File: src/rtl/range_frame_tx_if.sv
// Handshake and line signals of the range-frame UART transmitter.
// master: the frame source (drives bcd_in/start); slave: the transmitter.
interface range_frame_tx_if;
  logic [15:0] bcd_in;
  logic        start;
  logic        ready;
  logic        tx;
  logic        frame_done;

  modport master (
    output bcd_in,
    output start,
    input  ready,
    input  tx,
    input  frame_done
  );

  modport slave (
    input  bcd_in,
    input  start,
    output ready,
    output tx,
    output frame_done
  );
endinterface

File: src/rtl/range_frame_tx.sv
// range_frame_tx: serialises a 3-digit BCD range as 'R' + three ASCII digits
// (+ CR when RANGE_FRAME_CR_EN is defined) onto an 8N1 UART line.
// Optional feature macro: RANGE_FRAME_CR_EN (appends 8'h0D, 5-byte frame).
module range_frame_tx #(
  parameter int unsigned CLK_HZ = 50_000_000,
  parameter int unsigned BAUD   = 9600
) (
  input  logic           clock,
  input  logic           reset_n,
  range_frame_tx_if.slave bus
);

  localparam int unsigned CLKS_PER_BIT = CLK_HZ / BAUD;
  localparam int unsigned CNT_W        = (CLKS_PER_BIT > 1) ? $clog2(CLKS_PER_BIT) : 1;
  localparam int unsigned IDX_W        = 3;
`ifdef RANGE_FRAME_CR_EN
  localparam int unsigned NUM_BYTES    = 5;
`else
  localparam int unsigned NUM_BYTES    = 4;
`endif
  localparam logic [CNT_W-1:0] BAUD_LAST = CNT_W'(CLKS_PER_BIT - 1);
  localparam logic [IDX_W-1:0] BYTE_LAST = IDX_W'(NUM_BYTES - 1);
  localparam logic [7:0]       CHAR_R    = 8'h52;
  localparam logic [7:0]       CHAR_0    = 8'h30;
`ifdef RANGE_FRAME_CR_EN
  localparam logic [7:0]       CHAR_CR   = 8'h0D;
`endif

  typedef enum logic [1:0] {
    ST_IDLE,
    ST_START,
    ST_DATA,
    ST_STOP
  } state_t;

  state_t           state_q, state_d;
  logic [CNT_W-1:0] baud_q, baud_d;
  logic [2:0]       bit_q, bit_d;
  logic [IDX_W-1:0] byte_q, byte_d;
  logic [7:0]       shift_q, shift_d;
  logic [11:0]      digits_q, digits_d;
  logic             tx_q, tx_d;
  logic             ready_q, ready_d;
  logic             done_q, done_d;

  // Upper nibble of bcd_in carries no digit.
  logic unused_hi;
  assign unused_hi = ^bus.bcd_in[15:12];

  // Non-decimal nibbles are shown as '9'.
  function automatic logic [3:0] clamp_digit(input logic [3:0] n);
    return (n > 4'd9) ? 4'd9 : n;
  endfunction

  // Character at position idx of the frame, from the captured digits.
  function automatic logic [7:0] frame_byte(input logic [IDX_W-1:0] idx,
                                            input logic [11:0] dig);
    logic [7:0] b;
    case (idx)
      3'd0:    b = CHAR_R;
      3'd1:    b = CHAR_0 + {4'h0, dig[11:8]};
      3'd2:    b = CHAR_0 + {4'h0, dig[7:4]};
      3'd3:    b = CHAR_0 + {4'h0, dig[3:0]};
`ifdef RANGE_FRAME_CR_EN
      3'd4:    b = CHAR_CR;
`endif
      default: b = CHAR_R;
    endcase
    return b;
  endfunction

  // State and datapath registers; synchronous active-low reset aborts any frame.
  always_ff @(posedge clock) begin
    if (!reset_n) begin
      state_q  <= ST_IDLE;
      baud_q   <= '0;
      bit_q    <= '0;
      byte_q   <= '0;
      shift_q  <= '0;
      digits_q <= '0;
      tx_q     <= 1'b1;
      ready_q  <= 1'b1;
      done_q   <= 1'b0;
    end else begin
      state_q  <= state_d;
      baud_q   <= baud_d;
      bit_q    <= bit_d;
      byte_q   <= byte_d;
      shift_q  <= shift_d;
      digits_q <= digits_d;
      tx_q     <= tx_d;
      ready_q  <= ready_d;
      done_q   <= done_d;
    end
  end

  // Next-state logic; tx_d is the line level for the cycle after this edge.
  always_comb begin
    state_d  = state_q;
    baud_d   = baud_q;
    bit_d    = bit_q;
    byte_d   = byte_q;
    shift_d  = shift_q;
    digits_d = digits_q;
    tx_d     = tx_q;
    ready_d  = ready_q;
    done_d   = 1'b0;

    case (state_q)
      ST_IDLE: begin
        tx_d    = 1'b1;
        ready_d = 1'b1;
        if (bus.start && ready_q) begin
          digits_d = {clamp_digit(bus.bcd_in[11:8]),
                      clamp_digit(bus.bcd_in[7:4]),
                      clamp_digit(bus.bcd_in[3:0])};
          shift_d  = CHAR_R;
          byte_d   = '0;
          baud_d   = '0;
          state_d  = ST_START;
          tx_d     = 1'b0;
          ready_d  = 1'b0;
        end
      end

      ST_START: begin
        if (baud_q == BAUD_LAST) begin
          baud_d  = '0;
          bit_d   = '0;
          state_d = ST_DATA;
          tx_d    = shift_q[0];
        end else begin
          baud_d  = baud_q + CNT_W'(1);
        end
      end

      ST_DATA: begin
        if (baud_q == BAUD_LAST) begin
          baud_d = '0;
          if (bit_q == 3'd7) begin
            state_d = ST_STOP;
            tx_d    = 1'b1;
          end else begin
            bit_d   = bit_q + 3'd1;
            shift_d = shift_q >> 1;
            tx_d    = shift_q[1];
          end
        end else begin
          baud_d = baud_q + CNT_W'(1);
        end
      end

      ST_STOP: begin
        if (baud_q == BAUD_LAST) begin
          baud_d = '0;
          if (byte_q == BYTE_LAST) begin
            state_d = ST_IDLE;
            tx_d    = 1'b1;
            ready_d = 1'b1;
            done_d  = 1'b1;
          end else begin
            byte_d  = byte_q + IDX_W'(1);
            shift_d = frame_byte(byte_q + IDX_W'(1), digits_q);
            state_d = ST_START;
            tx_d    = 1'b0;
          end
        end else begin
          baud_d = baud_q + CNT_W'(1);
        end
      end

      default: begin
        state_d = ST_IDLE;
        tx_d    = 1'b1;
        ready_d = 1'b1;
      end
    endcase
  end

  assign bus.tx         = tx_q;
  assign bus.ready      = ready_q;
  assign bus.frame_done = done_q;

endmodule
File: src/flat_wrapper.sv
// flat-port wrapper written by rule: the top's interface ports become plain ports
module range_frame_tx_flat 
#(
  parameter int unsigned CLK_HZ = 50_000_000,
  parameter int unsigned BAUD   = 9600
)
  (clock, reset_n, bus_bcd_in, bus_start, bus_ready, bus_tx, bus_frame_done);
  range_frame_tx_if bus_i ();
  input  logic clock;
  input  logic reset_n;
  input wire logic [$bits(bus_i.bcd_in)-1:0] bus_bcd_in;
  input wire logic [$bits(bus_i.start)-1:0] bus_start;
  output wire logic [$bits(bus_i.ready)-1:0] bus_ready;
  output wire logic [$bits(bus_i.tx)-1:0] bus_tx;
  output wire logic [$bits(bus_i.frame_done)-1:0] bus_frame_done;
  assign bus_i.bcd_in = bus_bcd_in;
  assign bus_i.start = bus_start;
  assign bus_ready = bus_i.ready;
  assign bus_tx = bus_i.tx;
  assign bus_frame_done = bus_i.frame_done;
  range_frame_tx #(.CLK_HZ(CLK_HZ), .BAUD(BAUD)) u_core (.clock(clock), .reset_n(reset_n), .bus(bus_i));
endmodule
File: config.mk
export PLATFORM = sky130hd
export DESIGN_NAME = range_frame_tx_flat
export DESIGN_NICKNAME = d
export VERILOG_FILES = /design/src/rtl/range_frame_tx_if.sv /design/src/rtl/range_frame_tx.sv /design/src/flat_wrapper.sv
export SDC_FILE = /design/constraint.sdc
export NUM_CORES = 1
export LEC_CHECK = 0
export ABC_CLOCK_PERIOD_IN_PS = 4490
export CAP_MARGIN = 30
export CELL_PAD_IN_SITES_DETAIL_PLACEMENT = 0
export CELL_PAD_IN_SITES_GLOBAL_PLACEMENT = 1
export CORE_MARGIN = 5
export CORE_UTILIZATION = 46
export DETAILED_ROUTE_END_ITERATION = 7
export PLACE_DENSITY_LB_ADDON = 0.1
export SLEW_MARGIN = 20
export SYNTH_ARGS = -nofsm -noshare
export SYNTH_HDL_FRONTEND = slang
export SYNTH_SLANG_ARGS = --single-unit
File: constraint.sdc
create_clock -name clock -period 4.49 [get_ports clock]
set_input_delay 0.898 -clock clock [delete_from_list [all_inputs] [get_ports clock]]
set_output_delay 0.898 -clock clock [all_outputs]
set_load 0.005 [all_outputs]
[Word level (Yosys, flattened, before mapping)]
Index checks and enable logic that the tools add are counted.
Cells by class
  $lt $le $gt $ge: 3
  add/sub/neg operators: 6
  reductions and logical operators: 14
  eq/ne operators: 17
  mux-type cells: 38
Operators with widths (count)
  one-hot mux 8 bit (3 select lines): 2
  2-to-1 mux 8 bit: 5
  2-to-1 mux 13 bit: 2
  one-hot mux 13 bit (2 select lines): 1
  adder 6 x 4 -> 7 bit, first input constant: 3
  2-to-1 mux 3 bit: 6
  adder 13 x 1 -> 13 bit, second input constant: 1
  == test 13 bit, second input constant: 1
  greater-than comparator 4 bit, second input constant: 3
  2-to-1 mux 4 bit: 3
  inequality test 2 x 1 -> 1 bit, second input constant: 6
  one-hot mux 3 bit (2 select lines): 2
  2-to-1 mux 2 bit: 5
  == test 3 x 2 -> 1 bit, second input constant: 3
  2-to-1 mux 1 bit: 9
  AND reduction 3 bit: 3
  one-hot mux 2 bit (4 select lines): 1
  AND reduction 4 bit: 2
  adder 3 x 1 -> 3 bit, second input constant: 2
  AND reduction 6 bit: 1
  AND reduction 5 bit: 1
  == test 2 bit, second input constant: 2
  inequality test 2 bit, second input constant: 2
  one-hot mux 1 bit (4 select lines): 1
  other kinds (10): 11
Word-level totals
  input port bits: 19
  flip-flop bits (word level): 44

[Depth between registers and ports, before layout]
Gate-level depths: netlist of the first run.
  depth after elaboration: 6
  mapped depth: 7

[Worst setup path after synthesis of the first run]
Ideal clock, no wire load.
  path type: input to register
  start: in bus_start
  end: reg u_core.shift_q[4]
  stages: 4
  setup slack: 2.381 ns
  library setup time: 0.116 ns
  data required time: 4.374 ns
  arrival: 1.993 ns
  cells stage by stage: a21boi_2 > or3_1 > or4_1 > o211a_1
On the way
  word-level cells in the longest chain between the ends: 3
RTL lines
  from (decl): RTL line flat_wrapper.sv:12  | input wire logic [$bits(bus_i.start)-1:0] bus_start;
  logical AND 1 bit: RTL line range_frame_tx.sv:113  | if (bus.start && ready_q) begin
  inequality test 2 x 1 -> 1 bit (no source line)
  AND reduction 6 bit (no source line)
  to (signal assigned): RTL line range_frame_tx.sv:89  | shift_q <= shift_d;
  to (decl): RTL line range_frame_tx.sv:40  | logic [7:0] shift_q, shift_d;
No other way between the ends.
A chain may end at the register's enable or synchronous reset.

[Final worst setup path of the first run]
Ends and elaborated chain as after synthesis.

==> results of run 1 <==
-- through the flow --
step | cells | power, mW | worst slack, ps | utilization (%)
6_report | 331 | 1.27 | 1780 | 53.8
5_1_grt | 331 | 1.36 | 1700 | 53.8
4_1_cts | 330 | 1.27 | 1780 | 53.6
3_5_place_dp | 322 | 1.00 | 1470 | 51.5
3_3_place_gp | 321 | 0.998 | 1480 | 51.4
2_1_floorplan | 260 | 0.872 | 2380 | -
-- cell type report --
type                            count  area share, %
Clock buffer                        8           3.97
Inverter                            7           1.04
Multi-Input combinational cell    200           51.0
Sequential cell                    43           34.1
Tap cell                           54           2.68
Timing Repair Buffer               19           7.19
-- power by group through the flow --
stage	registers [mW]	clock network, mW	logic, mW
6_report	0.508	0.270	0.489
4_1_cts	0.508	0.278	0.488
3_3_place_gp	0.514	0	0.484
3_5_place_dp	0.517	0	0.485
2_1_floorplan	0.495	0	0.377
5_1_grt	0.519	0.296	0.549
-- critical path, cell delays in order --
cell and delay (ps):
sky130_fd_sc_hd__clkdlybuf4s50_1 600, sky130_fd_sc_hd__a21boi_2 260, sky130_fd_sc_hd__or3_1 480, sky130_fd_sc_hd__or4_1 530, sky130_fd_sc_hd__o211a_1 140
-- path summary, 6_finish.rpt --
| check | endpoint | slack [ps] | cells past startpoint |
|---|---|---|---|
| setup / recovery | u_core.shift_q[4] | 1780 | 5 |
| hold / removal | u_core.digits_q[2] | 460 | 2 |
| hold reg to reg | u_core.digits_q[2] | 460 | 2 |
| setup reg to reg | u_core.bit_q[0] | 2110 | 6 |
-- sequential cells by signal, summed over array words and instances (netlist names) --
register / flops
u_core.bit_q: 3
u_core.bus.tx: 1
u_core.state_q: 2
u_core.byte_q: 3
u_core.bus.frame_done: 1
u_core.baud_q: 13
u_core.shift_q: 7
u_core.digits_q: 12
u_core.bus.ready: 1
-- synthesized netlist by cell type (5+ instances only) --
cell type | number | area, µm²
sky130_fd_sc_hd__nor2_1 | 23 | 86.3
sky130_fd_sc_hd__ha_1 | 14 | 175
sky130_fd_sc_hd__a21oi_1 | 26 | 130
sky130_fd_sc_hd__inv_1 | 7 | 26.3
sky130_fd_sc_hd__dfxtp_1 | 43 | 861
sky130_fd_sc_hd__nand4_1 | 8 | 50.1
sky130_fd_sc_hd__o21ai_0 | 10 | 50.1
sky130_fd_sc_hd__nor4_1 | 5 | 31.3
sky130_fd_sc_hd__nand2_1 | 32 | 120
sky130_fd_sc_hd__xnor2_1 | 7 | 61.3
sky130_fd_sc_hd__clkbuf_1 | 8 | 30.0
sky130_fd_sc_hd__nand3b_1 | 7 | 52.6
sky130_fd_sc_hd__nand3_1 | 7 | 35.0
-- cells by family after synthesis --
logic type / share of synthesized area, %
simple gates: 25.3
mux: 0.507
fa+ha+maj: 7.89
flops: 38.8
xor+xnor: 3.55
compound gates: 20.7
buf+inv: 3.27
-- metal layers --
layer | part of all wire, % | up-vias
li1 | - | 1002
met1 | 49 | 923
met2 | 46 | 33
met3 | 4.7 | 5
met4 | 0.96 | 0
met5 | 0 | -
==> summary by stage, run 1 <==
Run status
The flow ran to the end, and the final reports show no timing, DRC or antenna violations.

Cells and area
Counting the fill cells in the layout gives 455. Relative to the synthesized area, the layout overhead comes to 13.6%. The multi-input combinational cells in the finished layout cover a total of 1290 µm².

The top cell types in the final layout, fill and taps aside, are sky130_fd_sc_hd__dfxtp_1 (43), sky130_fd_sc_hd__nand2_1 (32), sky130_fd_sc_hd__a21oi_1 (26). Leaving out fill and tap cells, the most frequent cell in the layout is sky130_fd_sc_hd__dfxtp_1. The post-route netlist has 5.78% of its cells at a drive strength greater than 1.

The net count of the finished layout is 309. The final instance area is 2520 µm². The total area of sequential cells is 861 µm².

The number of antenna diodes in the final layout is 0.

Min path
The worst min-delay path class is flip-flop to flip-flop. In this run the most critical hold path is launched from u_core.digits_q[2].

Placed design
The placer's final routability congestion estimate is 0.802. The standard cell area after detailed placement is 2410 µm². The total of buffers placed on input and output ports is 17. The detailed-placement wirelength estimate is 3590 µm.

Yosys
The total number of yosys warnings is 0. After synthesis, flip-flops and latches occupy 38.8% of the total area. The synthesized design contains 43 register bits.

In this run the cell area of the synthesized design comes to 2220 µm². In the synthesized netlist the dominant register cell turns out to be sky130_fd_sc_hd__dfxtp_1. The synthesized net count is 293.

The number of different library cells in the post-synthesis netlist is 48. The synthesized area per cell is 8.54 µm². For this run, asynchronously set or reset flops after synthesis account for 0%. The number of enable-type register cells in the synthesized netlist is 0. The synthesized instance count is 260.

GRT
The maximum number of pins on one net before global-route repair is 23. The wire length of the first global-routing pass is 8710 µm. The met3 demand-to-capacity share in global routing is 4.18%. The number of global-route vias before repair was 1844. In the global route stage, met2 resource usage came out at 27.8%.

The number of antenna violations at the first check in global routing was 0. The total routing resource utilization after global routing is 17.2%. After global routing the overflow that remains totals 0. In the global route stage, met1 resource usage came out at 22.9%. In this run the most used layer during global routing was met2.

Routing
The first routing iteration left 107 violations. The detail route stage leaves a number of antenna-violating nets equal to 0. The average wire per cell in the routed design is 15.1 µm.

Wires add up to 4990 µm. The first TritonRoute pass finished after 4 iterations. After detailed routing, the number of vias per cell comes to 5.93. The via count is 1963. After detailed routing, the number of remaining DRC violations is 0.

Run
The tool flagged a number of max-cap violations equal to 0.

STA
Setup violations remaining at the end of the flow were counted as 0. For the pin with the worst max-slew slack, the measured transition is 800 ps. Setup total negative slack on the finished layout was measured at 0 ps. Setup repair after global routing left no endpoint under its margin.

Timing would allow up to 0.368 GHz. The worst-case clock skew is 4.58 ps. The worst hold slack is 458 ps.

The worst slew slack as a fraction of its limit is 46.3%. The post-route fraction of the period consumed by the critical path is 60.5%. The count of endpoints failing hold in the final timing report is 0. The count of final max-slew check failures came to 0. After layout, the minimum clock period comes to 2710 ps.

Clocking
The deepest clock path buffer count is 2. The CTS H-tree depth is 2. The number of buffers inserted by hold repair at cts is 0. After clock tree synthesis, the setup repair step added 0 buffers.

Buffers inserted during clock tree synthesis total 5. Counting every sink on the clock net gives 43. Clock tree synthesis selected as its root buffer the cell sky130_fd_sc_hd__clkbuf_8. Clock-pin slew was measured on the worst setup and hold paths at 80 ps. In this run, post-CTS repair resized a total of 0 instances. The CTS tree is done. The latest clock arrival within the worst-skew pair is 290 ps.

Floorplan
Once the floorplan was initialized, standard cells occupied 47.3% of the core. The total I/O pin count is 22. The area inside the core boundary is 4690 µm². The floorplan step defined a die boundary enclosing 6310 µm². The standard-cell row count is 25. The die outline height is 79.5 µm.

The die is 79.5 µm wide.

Pwr
The combinational power share is 38.6%. Of the total power, the share spent switching nets is 38.0%. The reported net switching power is 0.482 mW. For this design the ratio of total power to cell area is 502 nW/µm².

IR analysis of the VDD net gives a maximum drop of 0.213 mV. Summed over all cells, the static leakage comes to 0.855 nW. Per report_power, the clock group accounts for 21.3% of the total. The internal cell power is 0.785 mW. The share of total power dissipated in sequential elements is 40.1%.

Setup path
The type of the worst setup path is input port to flip-flop. The startpoint class of the critical path is an input port. The top fanout value on the critical path is 19. For the worst setup path, the data arrival time is 2910 ps.

The worst register-to-register path begins at u_core.state_q[0]. The most critical setup path has its startpoint at bus_start. The required time of the critical path is 4680 ps. The kind of end point of the critical path is a flip-flop.
Power figures use the tool's default switching activity.
==> run 2, diff against run 1 <==
--- a/config.mk
+++ b/config.mk
@@ -5,12 +5,12 @@
 export SDC_FILE = /design/constraint.sdc
 export NUM_CORES = 1
 export LEC_CHECK = 0
-export ABC_CLOCK_PERIOD_IN_PS = 4490
+export ABC_CLOCK_PERIOD_IN_PS = 2310
 export CAP_MARGIN = 30
 export CELL_PAD_IN_SITES_DETAIL_PLACEMENT = 0
 export CELL_PAD_IN_SITES_GLOBAL_PLACEMENT = 1
 export CORE_MARGIN = 5
-export CORE_UTILIZATION = 46
+export CORE_UTILIZATION = 38
 export DETAILED_ROUTE_END_ITERATION = 7
 export PLACE_DENSITY_LB_ADDON = 0.1
 export SLEW_MARGIN = 20
==> constraint.sdc (replaced) <==
create_clock -name clock -period 2.31 [get_ports clock]
set_input_delay 0.462 -clock clock [delete_from_list [all_inputs] [get_ports clock]]
set_output_delay 0.462 -clock clock [all_outputs]
set_load 0.005 [all_outputs]
==> run 2 against run 1 <==
Cell count rose by 11%. Clock skew up 0.73 ps. Total power grew 110%. Via count up 3.3%. Sequential power increased by 91%. Worst setup slack got worse by 1700 ps. Non-clock buffer count increased by 18.
==> summary by stage, run 2 (same netlist as run 1, synthesis figures left out) <==
Pwr
The internal portion of the total power is 1.68 mW. The analysis attributes to cell leakage a power of 0.954 nW. The sequential power share is 36.4%.

For this design the ratio of total power to cell area is 990 nW/µm². Of the total power, the share spent switching nets is 36.9%. IR analysis of the VDD net gives a maximum drop of 0.380 mV. The reported net switching power is 0.987 mW. The clock network burns 22.0% of the power. Power comes to 2.67 mW. The combinational power share is 41.6%.

Cells and area
The repair_antennas step left the layout with diodes totalling 0. Leaving out fill and tap cells, the most frequent cells in the layout are sky130_fd_sc_hd__dfxtp_1 (43), sky130_fd_sc_hd__nand2_1 (32), sky130_fd_sc_hd__a21oi_1 (26). The final layout contains 327 nets. The top register by number of flip-flops is u_core.baud_q.

In the final layout, the registers with the most flip-flops are u_core.baud_q: 13 flops, u_core.digits_q: 12 flops, u_core.shift_q: 7 flops. The layout has 593 filler cells. The end-of-flow core utilization is 48.1%.

The number of standard cells in the final layout excluding fillers is 367. The post-route netlist has 12.2% of its cells at a drive strength greater than 1. The library cell used most frequently in the layout, excluding fill and tap cells, is sky130_fd_sc_hd__dfxtp_1. Relative to the synthesized area, the layout overhead comes to 21.5%.

The number of flip-flops under the largest register name is 13.

GRT
The first global-routing pass estimated 9520 µm of wire. For this run, the total global-route usage over all layers was measured as 16.0%. The most heavily used metal layer in global routing is met2.

The number of antenna violations at the first check in global routing is 0. The met3 demand-to-capacity share in global routing is 3.52%. The met2 track demand over resource is 25.6%.

The number of global-route vias before repair is 2002. Entering global routing, the biggest net connects 16 pins. The global-route congestion overflow total is 0. For this run, global-route usage on met1 was measured as 21.8%.

Setup path
At the worst endpoint, the required time is 2500 ps. The largest stage delay on the critical path is 520 ps. Along the worst path, the maximum fanout reaches 6. Walking the worst path, the cells encountered are ha_1 -> ha_1 -> a22o_1 -> or3_1 -> or4_1 -> o211a_1. The type of the worst setup path is flip-flop to flip-flop. The startpoint class of the critical path is a flip-flop. The kind of end point of the critical path is a flip-flop. The master of the slowest instance on the critical path is sky130_fd_sc_hd__or4_1. The critical path arrival is 2380 ps.

The dominant cell type by count on the critical path is sky130_fd_sc_hd__ha_1.

Placed design
The placer's final routability congestion estimate is 0.759. Including well taps, the total number of placed cells is 358. Summed over all nets, the half-perimeter wirelength after detailed placement is 4150 µm. The total of buffers placed on input and output ports is 17.

The worst slack at placement is -5.50 ps.

Clocking
After clock tree synthesis, the clock-pin slew on the worst setup and hold paths is 80 ps. The longest clock path from root to sink contains 2 buffers. The number of CTS-inserted buffers is 5. After clock tree synthesis, the flow added hold-fix buffers numbering 0. Post-CTS timing repair inserted 0 buffers for setup. CTS saw 43 sinks. The latest clock arrival within the worst-skew pair is 290 ps. The number of gates resized after CTS was 0. The tree is rooted in a sky130_fd_sc_hd__clkbuf_8.

The CTS H-tree depth is 2. The CTS tree is done.

Floorplan
The initialized floorplan defines 27 standard-cell rows. The floorplan step set the die height to 86.4 µm. Measured along the x axis, the die boundary spans 86.4 µm. The total I/O pin count is 22.

The area inside the core boundary is 5610 µm². The area of the die is 7470 µm². For this configuration, the core starts out at a cell density of 39.6%.

STA
Setup repair after global routing left no endpoint under its margin. The worst path in the final design needs a cycle of 2190 ps, including I/O delays and setup. For the pin with the worst max-slew slack, the measured transition is 573 ps. The post-route fraction of the period consumed by the critical path is 94.7%. Setup violations remaining at the end of the flow were counted as 0. The count of endpoints failing hold in the final timing report is 0. The worst slew slack as a fraction of its limit is 61.7%. The least setup slack across all paths after layout is 122 ps.

The worst-case clock skew is 5.31 ps. Static timing analysis puts the maximum clock frequency at 0.457 GHz. The count of final max-slew check failures was 0.

Routing
The number of vias per cell after detailed routing is 5.52. For this run, design rule violations remaining after detail routing come to 0. The via count is 2027. For this run, the detailed router's first-pass iteration total came to 4. The count of nets left with antenna violations once routing finished came out at 0. In the final routed layout, each cell accounts on average for 15.1 µm. The number of DRC violations after detailed-routing iteration 0 is 127.

For this block, the routed nets add up to 5540 µm of wire.

Run status
The flow ran to the end, and the final reports show no timing, DRC or antenna violations.

Run
Max-cap violations in this run came to 0.

Min path
The tightest min-delay check is of the flip-flop to flip-flop type.
run 2: cell type report:
type                            count  area, µm²  area share, %
Clock inverter                      3       43.8           1.62
Inverter                            7       26.3          0.974
Timing Repair Buffer               37        320           11.9
Sequential cell                    43        861           31.9
Clock buffer                        5       68.8           2.55
Tap cell                           72       90.1           3.34
Multi-Input combinational cell    200       1290           47.7
run 2: path summary, 6_finish.rpt:
kind | cells after the start | slack [ps] | from | to
setup / recovery | 6 | 120 | u_core.byte_q[0] | u_core.shift_q[4]
hold / removal | 2 | 450 | u_core.digits_q[6] | u_core.digits_q[6]
setup reg to reg | 6 | 120 | u_core.byte_q[0] | u_core.shift_q[4]
hold reg to reg | 2 | 450 | u_core.digits_q[6] | u_core.digits_q[6]
run 2: worst max-delay path: cells and delay by family, from the launching register on:
kind            cells  cell delay (ps)
simple gates        2              880
fa+ha+maj           2              430
compound gates      2              400
flops               1              370
run 2: power by group through the flow:
stage	Sequential, mW	Clock (mW)	Combinational (mW)
global route	0.987	0.648	1.26
global placement	0.987	0	1.10
floorplan	0.963	0	0.733
CTS	0.971	0.615	1.11
detailed placement	0.987	0	1.10
finish	0.971	0.589	1.11
run 2: layer usage:
metal | up-vias | wire [µm]
li1 | 1037 | -
met1 | 945 | 2770
met2 | 40 | 2420
met3 | 5 | 292
met4 | 0 | 61
met5 | - | 0
run 2: through the flow:
step	setup TNS (ps)	cell area [µm²]	hold WS, ps
after detailed placement	-17.3	2580	446
after global placement	0	2580	441
after floorplan	0	2220	431
final	0	2700	454
after CTS	0	2690	457
after global routing	0	2700	480
